<file path="config.mk">
export PLATFORM = sky130hd
export DESIGN_NAME = bcd_counter_n
export DESIGN_NICKNAME = d
export VERILOG_FILES = /design/src/rtl/bcd_pkg.sv /design/src/rtl/bcd_digit.sv /design/src/rtl/bcd_counter_n.sv
export SDC_FILE = /design/constraint.sdc
export NUM_CORES = 1
export LEC_CHECK = 0
export ABC_AREA = 1
export CAP_MARGIN = 10
export CORE_ASPECT_RATIO = 0.7
export CORE_UTILIZATION = 44
export DETAILED_ROUTE_END_ITERATION = 10
export GPL_TIMING_DRIVEN = 0
export PLACE_DENSITY = 0.77
export SLEW_MARGIN = 20
export SYNTH_ARGS = -nofsm -noshare
export SYNTH_HDL_FRONTEND = slang
export SYNTH_SLANG_ARGS = --single-unit
export TNS_END_PERCENT = 20
</file>
<file path="constraint.sdc">
create_clock -name clk -period 1.4 [get_ports clk]
set_input_delay 0.21 -clock clk [delete_from_list [all_inputs] [get_ports clk]]
set_output_delay 0.21 -clock clk [all_outputs]
set_load 0.01 [all_outputs]
</file>
<file path="src/rtl/bcd_pkg.sv">
// Shared BCD definitions: digit limit, direction encoding and a nibble-validity helper.
package bcd_pkg;

    localparam int unsigned BCD_MAX_DIGITS = 8;
    localparam int unsigned BCD_VEC_W      = 4 * BCD_MAX_DIGITS;

    localparam logic [3:0] BCD_MAX_DIGIT = 4'd9;

    localparam logic UP   = 1'b1;
    localparam logic DOWN = 1'b0;

    // True when each of the low 'digits' nibbles of vec is in 0..9.
    function automatic logic is_valid_bcd(input logic [BCD_VEC_W-1:0] vec,
                                          input int unsigned          digits);
        logic ok;
        ok = 1'b1;
        for (int unsigned i = 0; i < BCD_MAX_DIGITS; i++) begin
            if (i < digits && vec[4*i +: 4] > BCD_MAX_DIGIT) begin
                ok = 1'b0;
            end
        end
        return ok;
    endfunction

endpackage

</file>
<file path="src/rtl/bcd_digit.sv">
// One decade of the counter: applies an incoming carry/borrow and reports the outgoing one.
module bcd_digit
    import bcd_pkg::*;
(
    input  logic [3:0] digit,
    input  logic       step_in,
    input  logic       up_dn,
    output logic [3:0] digit_nxt_c,
    output logic       step_out_c
);

    always_comb begin
        digit_nxt_c = digit;
        step_out_c  = 1'b0;
        if (step_in) begin
            if (up_dn == UP) begin
                if (digit >= BCD_MAX_DIGIT) begin
                    digit_nxt_c = 4'd0;
                    step_out_c  = 1'b1;
                end else begin
                    digit_nxt_c = digit + 4'd1;
                end
            end else begin
                if (digit == 4'd0) begin
                    digit_nxt_c = BCD_MAX_DIGIT;
                    step_out_c  = 1'b1;
                end else begin
                    digit_nxt_c = digit - 4'd1;
                end
            end
        end
    end

endmodule

</file>
<file path="src/rtl/bcd_counter_n.sv">
// Multi-digit BCD up/down counter with programmable wrap limit, validated load and
// registered wrap / load-error pulses for cascading.
module bcd_counter_n
    import bcd_pkg::*;
#(
    parameter  int unsigned          DIGITS  = 2,
    localparam int unsigned          W       = 4 * DIGITS,
    parameter  logic [W-1:0]         MAX_BCD = W'(8'h99)
) (
    input  logic         clk,
    input  logic         rst,
    input  logic         en,
    input  logic         up_dn,
    input  logic         load,
    input  logic [W-1:0] load_val,
    output logic [W-1:0] count,
    output logic         wrap,
    output logic         load_err
);

    logic [W-1:0]    count_q, count_d;
    logic            wrap_q, wrap_d;
    logic            load_err_q, load_err_d;

    logic [DIGITS:0] step_c;
    logic [W-1:0]    stepped_c;
    logic            at_zero_c;
    logic            load_ok_c;

    assign step_c[0] = 1'b1;

    // Ripple chain: each decade consumes the carry/borrow from the one below it.
    for (genvar g = 0; g < DIGITS; g++) begin : g_digit
        bcd_digit u_digit (
            .digit       (count_q[4*g +: 4]),
            .step_in     (step_c[g]),
            .up_dn       (up_dn),
            .digit_nxt_c (stepped_c[4*g +: 4]),
            .step_out_c  (step_c[g+1])
        );
    end

    // A borrow out of the top decade happens exactly when every digit is zero.
    assign at_zero_c = (up_dn == DOWN) && step_c[DIGITS];

    assign load_ok_c = is_valid_bcd(BCD_VEC_W'(load_val), DIGITS) && (load_val <= MAX_BCD);

    always_comb begin
        count_d    = count_q;
        wrap_d     = 1'b0;
        load_err_d = 1'b0;
        if (load) begin
            if (load_ok_c) begin
                count_d = load_val;
            end else begin
                load_err_d = 1'b1;
            end
        end else if (en) begin
            if (up_dn == UP) begin
                if (count_q == MAX_BCD) begin
                    count_d = '0;
                    wrap_d  = 1'b1;
                end else begin
                    count_d = stepped_c;
                end
            end else begin
                if (at_zero_c) begin
                    count_d = MAX_BCD;
                    wrap_d  = 1'b1;
                end else begin
                    count_d = stepped_c;
                end
            end
        end
    end

    always_ff @(posedge clk) begin
        if (rst) begin
            count_q    <= '0;
            wrap_q     <= 1'b0;
            load_err_q <= 1'b0;
        end else begin
            count_q    <= count_d;
            wrap_q     <= wrap_d;
            load_err_q <= load_err_d;
        end
    end

    assign count    = count_q;
    assign wrap     = wrap_q;
    assign load_err = load_err_q;

endmodule

</file>
==> metrics, run 1 <==
share of post-route cells with drive strength above 1 0.308; R2R Setup Slk -10 ps; Final Max Slew Viols 0; initial antenna violation count 0; number of clock sinks 10; pin count of the biggest net entering global routing 11; final total negative setup slack -9.92 ps; FILL cells 145; TritonCTS buffer count 3; end point of the most critical hold path count[0]; die span in x 57.9 um; first-pass iteration count of the detailed router 4; Post-Route WL 2950 um; final HPWL from detailed placement about 2000 um; maximum level of the CTS H-tree 1; critical path class reg2reg; endpoint of the worst register-to-register path count[4]; most frequent cell after synthesis nand2_1; overall via count from detail_route 1159; # rows 13; violated checks negative setup slack; flip-flop and latch count after synthesis 10; number of nets in the layout 206; worst path setup slack after routing -9.92 ps; share of the yosys chip area belonging to registers 0.208; Yosys warning count 0; final core utilization 0.738; worst flop-to-flop path startpoint count[1]; arrival time at the worst endpoint 1620 ps; Cells on Worst Hold Path 5; Final Non-Filler Cells 207; CP cell instances inv_4, ha_4, inv_4, nand3_4, nand2_4, nand2_4, nand2_4, inv_4, nand2_1, nand3_2, nand3_2, nand2_1, inv_1; CTS tree done; final number of hold-violating endpoints 0; Layout Skew 4.79 ps; GP Congestion just under 1; MaxCap Viol Count 0; pin slew with the least headroom to its limit 324 ps; Startpoint Class register; deepest clock path buffer count 2; global-route wire length before repair 4420 um; syn_nets 171; result of the run complete, but fails checks; total gr overflow 0; power density cells between 800 and 900 nW/um^2; routed length per placed instance 14.2 um; Die H between 40 and 50 um; final non-filler cell area roughly 1400 um^2; mean area per synthesized cell 6.38 um^2; Min Clock Period, post-route 1410 ps; antenna cells 0; root buffer cell clkbuf_4; worst-skew pair later-pin latency about 270 ps; proportion of netlist area held by the largest area contributor 0.208; DP Area 1220 um^2; via count of the first global-routing pass 953; CP max stage delay ~380 ps; Post-Place Worst Slack -271 ps; Post-Syn Area between 900 and 1000 um^2; gate count of the mapped netlist 151; f_max a little over 0.7 GHz; clock-pin transition on the worst setup and hold timing paths around 70 ps; cell count after placement approximately 200; Critical Path Source count[1]; total routing resource utilization after global routing 0.254; ratio of routed vias to standard cells 5.60; setup repair after global routing missed its margin yes; Pleak a little over 0.7 nW; Die Area approximately 2400 um^2; ranking of synthesized cells by instance count nand2_1 (34), nand3_1 (21), inv_1 (15); CP endpoint kind register; final number of setup-violating endpoints 1; area leader, netlist dfxtp_1; Area Overhead vs Synth 49.6%; # IOs 23; Remaining DRCs 0; flip-flop cell with the highest count after synthesis dfxtp_1; number of port buffers 22; number of distinct standard cells referenced by the synthesized netlist 29; Tightest Hold Check Type in2reg; hold_buf cts 0; largest fanout of any net on the critical path 5; Worst Path Required 1610 ps; Initial DRC Count 46; antenna-violating nets left 0; final cycle utilization of the critical path 1.01; Synth area leaders dfxtp_1 (21%), nand2_1 (13%), nand3_1 (11%); worst reg2reg path depth 13; worst IR drop on VDD between 0.7 and 0.8 mV; total core area 1950 um^2; worst relative slew slack 0.783; share of flip-flops with an asynchronous set or reset after synthesis 0; number of synthesized flops with an enable pin 0; effective utilization at floorplan 0.494; hold_sp load; standard cell with the maximum stage delay on the critical path dfxtp_4
## cell usage in the layout (no fill, tap or decap), types with 4 or more instances in the layout
cell type / n
o21ai_0: 10
o21ai_1: 6
nand2_4: 4
inv_2: 4
nand3_1: 17
inv_4: 6
nand2_1: 33
nand3_2: 5
nor2_1: 11
inv_1: 9
dfxtp_4: 5
ha_4: 4
clkdlybuf4s50_1: 13
a21oi_1: 4
dlygate4sd2_1: 7
buf_4: 8
## state kept, by name, indices dropped and copies added (netlist names)
register  count
count         8
load_err      1
wrap          1
## logic make-up after synthesis
| group | Yosys count | share of synthesized area |
|---|---|---|
| AOI/OAI and AO/OA | 27 | 0.156 |
| xor gates and xnor gates | 3 | 0.0273 |
| adders and majority gates | 7 | 0.0909 |
| buffers and inverters | 22 | 0.109 |
| DFF | 10 | 0.208 |
| and+or+nand+nor | 82 | 0.409 |
## final cells by class
cell class                 count  area, um^2  share of cell area
timing repair buffer          30         277               0.192
clock buffer                   4        36.3              0.0252
multi-input combinational    119         758               0.526
inverter                      20        95.1              0.0660
sequential                    10         223               0.155
buffer                         2        25.0              0.0174
tap                           22        27.5              0.0191
## what timing repair did
| action | CTS | global route |
|---|---|---|
| hold endpoints to repair | 0 | 0 |
| pin swaps | 4 | 6 |
| setup endpoints to repair | 16 | 10 |
| setup buffers | 6 | 2 |
| gates resized for setup | 28 | 23 |
## routing by layer
metal / part of all wire / vias to the layer above / global-route usage
met5: 0 / - / 0
met4: 0.0065 / 0 / 0.0655
met3: 0.058 / 3 / 0.0221
met2: 0.46 / 49 / 0.420
met1: 0.47 / 528 / 0.362
li1: - / 579 / -
## stage by stage
stage | hold slack (ps) | total power, W
after CTS | 551 | 0.00110
after global routing | 472 | 0.00126
after floorplan | 272 | 0.000646
final | 442 | 0.00118
after detailed placement | 581 | 0.000803
after global placement | 557 | 0.000790
## worst max path at each step
stage,endpoint,slack [ps]
CTS,count[4],-40
global route,count[4],-100
detailed placement,count[4],-270
finish,count[4],-10
global placement,count[6],-250
floorplan,count[4],20
## critical path: cells and delay by family, from the launching register on
kind / cells / cell delay, ps
fa+ha+maj: 1 / 160
simple gates: 8 / 570
flops: 1 / 380
buf+inv: 4 / 230
## where the power goes
group	internal, W	total, W	switching, W
Clock	0.000158	0.000271	0.000112
Combinational	0.000244	0.000544	0.000300
Sequential	0.000312	0.000362	0.0000507
No activity file was read; power rests on OpenSTA's default activity.
==> run 2: changes to the inputs <==
--- a/config.mk
+++ b/config.mk
@@ -16,4 +16,4 @@
 export SYNTH_ARGS = -nofsm -noshare
 export SYNTH_HDL_FRONTEND = slang
 export SYNTH_SLANG_ARGS = --single-unit
-export TNS_END_PERCENT = 20
+export TNS_END_PERCENT = 10
==> run 2 against run 1 <==
Net effect: the flow still finishes with violations (negative setup slack); via count shrank 3.3%; largest power group unchanged; clock-buffer cell count is the same; total power shrank 3.5%; largest cell class unchanged; worst setup slack lost 4.3 ps; wire length shrank 8.0%; highest routed layer unchanged; utilization shrank 2.9 points; fmax shrank 0.31%; critical path depth shrank 1; sequential share of layout area grew 0.46 points.
==> metrics, run 2 (synthesis results as in run 1) <==
die span in x 57.9 um (unchanged); # IOs 23 (unchanged); final number of setup-violating endpoints 1 (unchanged); antenna-violating nets left 0 (unchanged); Startpoint Class register; power density cells 821 nW/um^2 (+0.49%); overall via count from detail_route 1121 (-3.3%); pin slew with the least headroom to its limit 331 ps (+6.08 ps); critical path class reg2reg; cell count after placement 195 (unchanged); via count of the first global-routing pass 879 (-7.8%); worst-skew pair later-pin latency 270 ps (about the same); worst path setup slack after routing -14.2 ps (-4.32 ps); maximum level of the CTS H-tree 1 (unchanged); total routing resource utilization after global routing 0.240 (-0.0141); CP endpoint kind register; Layout Skew 1.23 ps (-3.56 ps); final HPWL from detailed placement 1990 um (unchanged); Final Non-Filler Cells 204 (-1.4%); setup repair after global routing missed its margin yes; Die Area 2380 um^2 (unchanged); antenna cells 0 (unchanged); GP Congestion 0.961 (unchanged); violated checks negative setup slack; Total Power Consumption 0.00114 W (-3.5%); number of nets in the layout 203 (-1.5%); final cycle utilization of the critical path 1.01 (+0.00309); Area Overhead vs Synth 43.6%; Die H 41.2 um (unchanged); Remaining DRCs 0 (unchanged); Cells on Worst Hold Path 3 (-2); largest fanout of any net on the critical path 5 (unchanged); Initial DRC Count 39 (-15%); Min Clock Period, post-route 1410 ps (+4.32 ps); R2R Setup Slk -10 ps (about the same); Final Max Slew Viols 0 (unchanged); worst hold slack after final layout 440 ps (-1.60 ps); global-route wire length before repair 4170 um (-5.6%); total gr overflow 0 (unchanged); worst IR drop on VDD 0.672 mV (-7.5%); f_max 0.707 GHz (-0.31%); CTS tree done; result of the run complete, but fails checks; clock-pin transition on the worst setup and hold timing paths 70 ps (about the same); deepest clock path buffer count 2 (unchanged); final non-filler cell area 1380 um^2 (-4.0%); Post-Route WL 2710 um (-8.0%); arrival time at the worst endpoint 1590 ps (-30 ps); pin count of the biggest net entering global routing 11 (unchanged); ratio of routed vias to standard cells 5.50 (-1.9%); end point of the most critical hold path load_err; final total negative setup slack -14.2 ps (-4.32 ps); number of port buffers 22 (unchanged); MaxCap Viol Count 0 (unchanged); share of post-route cells with drive strength above 1 0.280 (-0.0279); DP Area 1220 um^2 (unchanged); effective utilization at floorplan 0.494 (unchanged); flip-flop count of the largest register, all copies and words added 8 (unchanged); leading cell types in the layout, fill and taps excluded nand2_1 (33), nand3_1 (18), clkdlybuf4s50_1 (13); routed length per placed instance 13.3 um (-6.7%); total core area 1950 um^2 (unchanged); # rows 13 (unchanged); Tightest Hold Check Type in2reg; FILL cells 158 (+9.0%); Worst Path Required 1570 ps (-40 ps); worst flop-to-flop path startpoint count[0]; worst relative slew slack 0.779 (-0.00406); hold_sp load; worst reg2reg path depth 12 (-1); final number of hold-violating endpoints 0 (unchanged); number of clock sinks 10 (unchanged); most common cell after layout, fill and taps aside nand2_1; hold_buf cts 0 (unchanged); root buffer cell clkbuf_4; first-pass iteration count of the detailed router 4 (unchanged); TritonCTS buffer count 3 (unchanged); Pleak 0.693 nW (-1.6%); initial antenna violation count 0 (unchanged); endpoint of the worst register-to-register path count[4]
==> run 2: cell count changes in the layout (fill, tap and decap cells not counted), sizes merged <==
cell,delta
buf,-3
dlygate4sd2,-1
dlymetal6s2s,+1
==> run 2: metal layers <==
| layer | track usage | up-vias | part of all wire |
|---|---|---|---|
| met5 | 0 | - | 0 |
| met4 | 0.0536 | 0 | 0.0070 |
| met3 | 0.0189 | 2 | 0.044 |
| met2 | 0.379 | 40 | 0.45 |
| met1 | 0.356 | 510 | 0.50 |
| li1 | - | 569 | - |
==> run 2: what timing repair did <==
action / 4_1_cts / 5_1_grt
resized for setup: 24 / 16
endpoints found under the setup margin: 16 / 11
setup buffers: 2 / 3
pin swaps: 1 / 2
gates cloned: 0 / 0
==> run 2: critical path, cell delays in order, from the launching register on <==
cell and delay [ps]:
dfxtp_4 400, inv_4 60, ha_4 180, nand3_4 90, nand2_4 60, nand2_4 70, nand2_4 60, inv_4 70
nand2_1 70, nand3_2 70, nand3_1 70, nand2_1 60, inv_1 40
==> run 2: report_power, final <==
part / internal (W) / total [W] / switching, W
registers: 0.000312 / 0.000360 / 0.0000474
logic: 0.000226 / 0.000508 / 0.000282
clock network: 0.000158 / 0.000268 / 0.000110
==> run 2: stage by stage <==
| stage | worst slack (ps) | utilization |
|---|---|---|
| after floorplan | 23.1 | - |
| after global placement | -250 | 0.624 |
| after detailed placement | -271 | 0.624 |
| after CTS | -38.4 | 0.665 |
| after global routing | -111 | 0.709 |
| final | -14.2 | 0.709 |
==> run 2: area by class of cell <==
type / count / area [um^2] / area share
Timing Repair Buffer: 27 / 258 / 0.186
Multi-Input combinational cell: 119 / 729 / 0.527
Buffer: 2 / 25.0 / 0.0181
Clock buffer: 4 / 36.3 / 0.0262
Tap cell: 22 / 27.5 / 0.0199
Inverter: 20 / 87.6 / 0.0633
Sequential cell: 10 / 220 / 0.159
==> run 2: how the worst max path moves through the flow <==
stage,startpoint,endpoint,slack [ps],cells past startpoint
2_1_floorplan,count[5],count[4],20,12
5_1_grt,count[5],count[4],-110,13
4_1_cts,count[5],count[4],-40,13
3_3_place_gp,up_dn,count[6],-250,6
6_report,count[0],count[4],-10,12
3_5_place_dp,load,count[4],-270,9
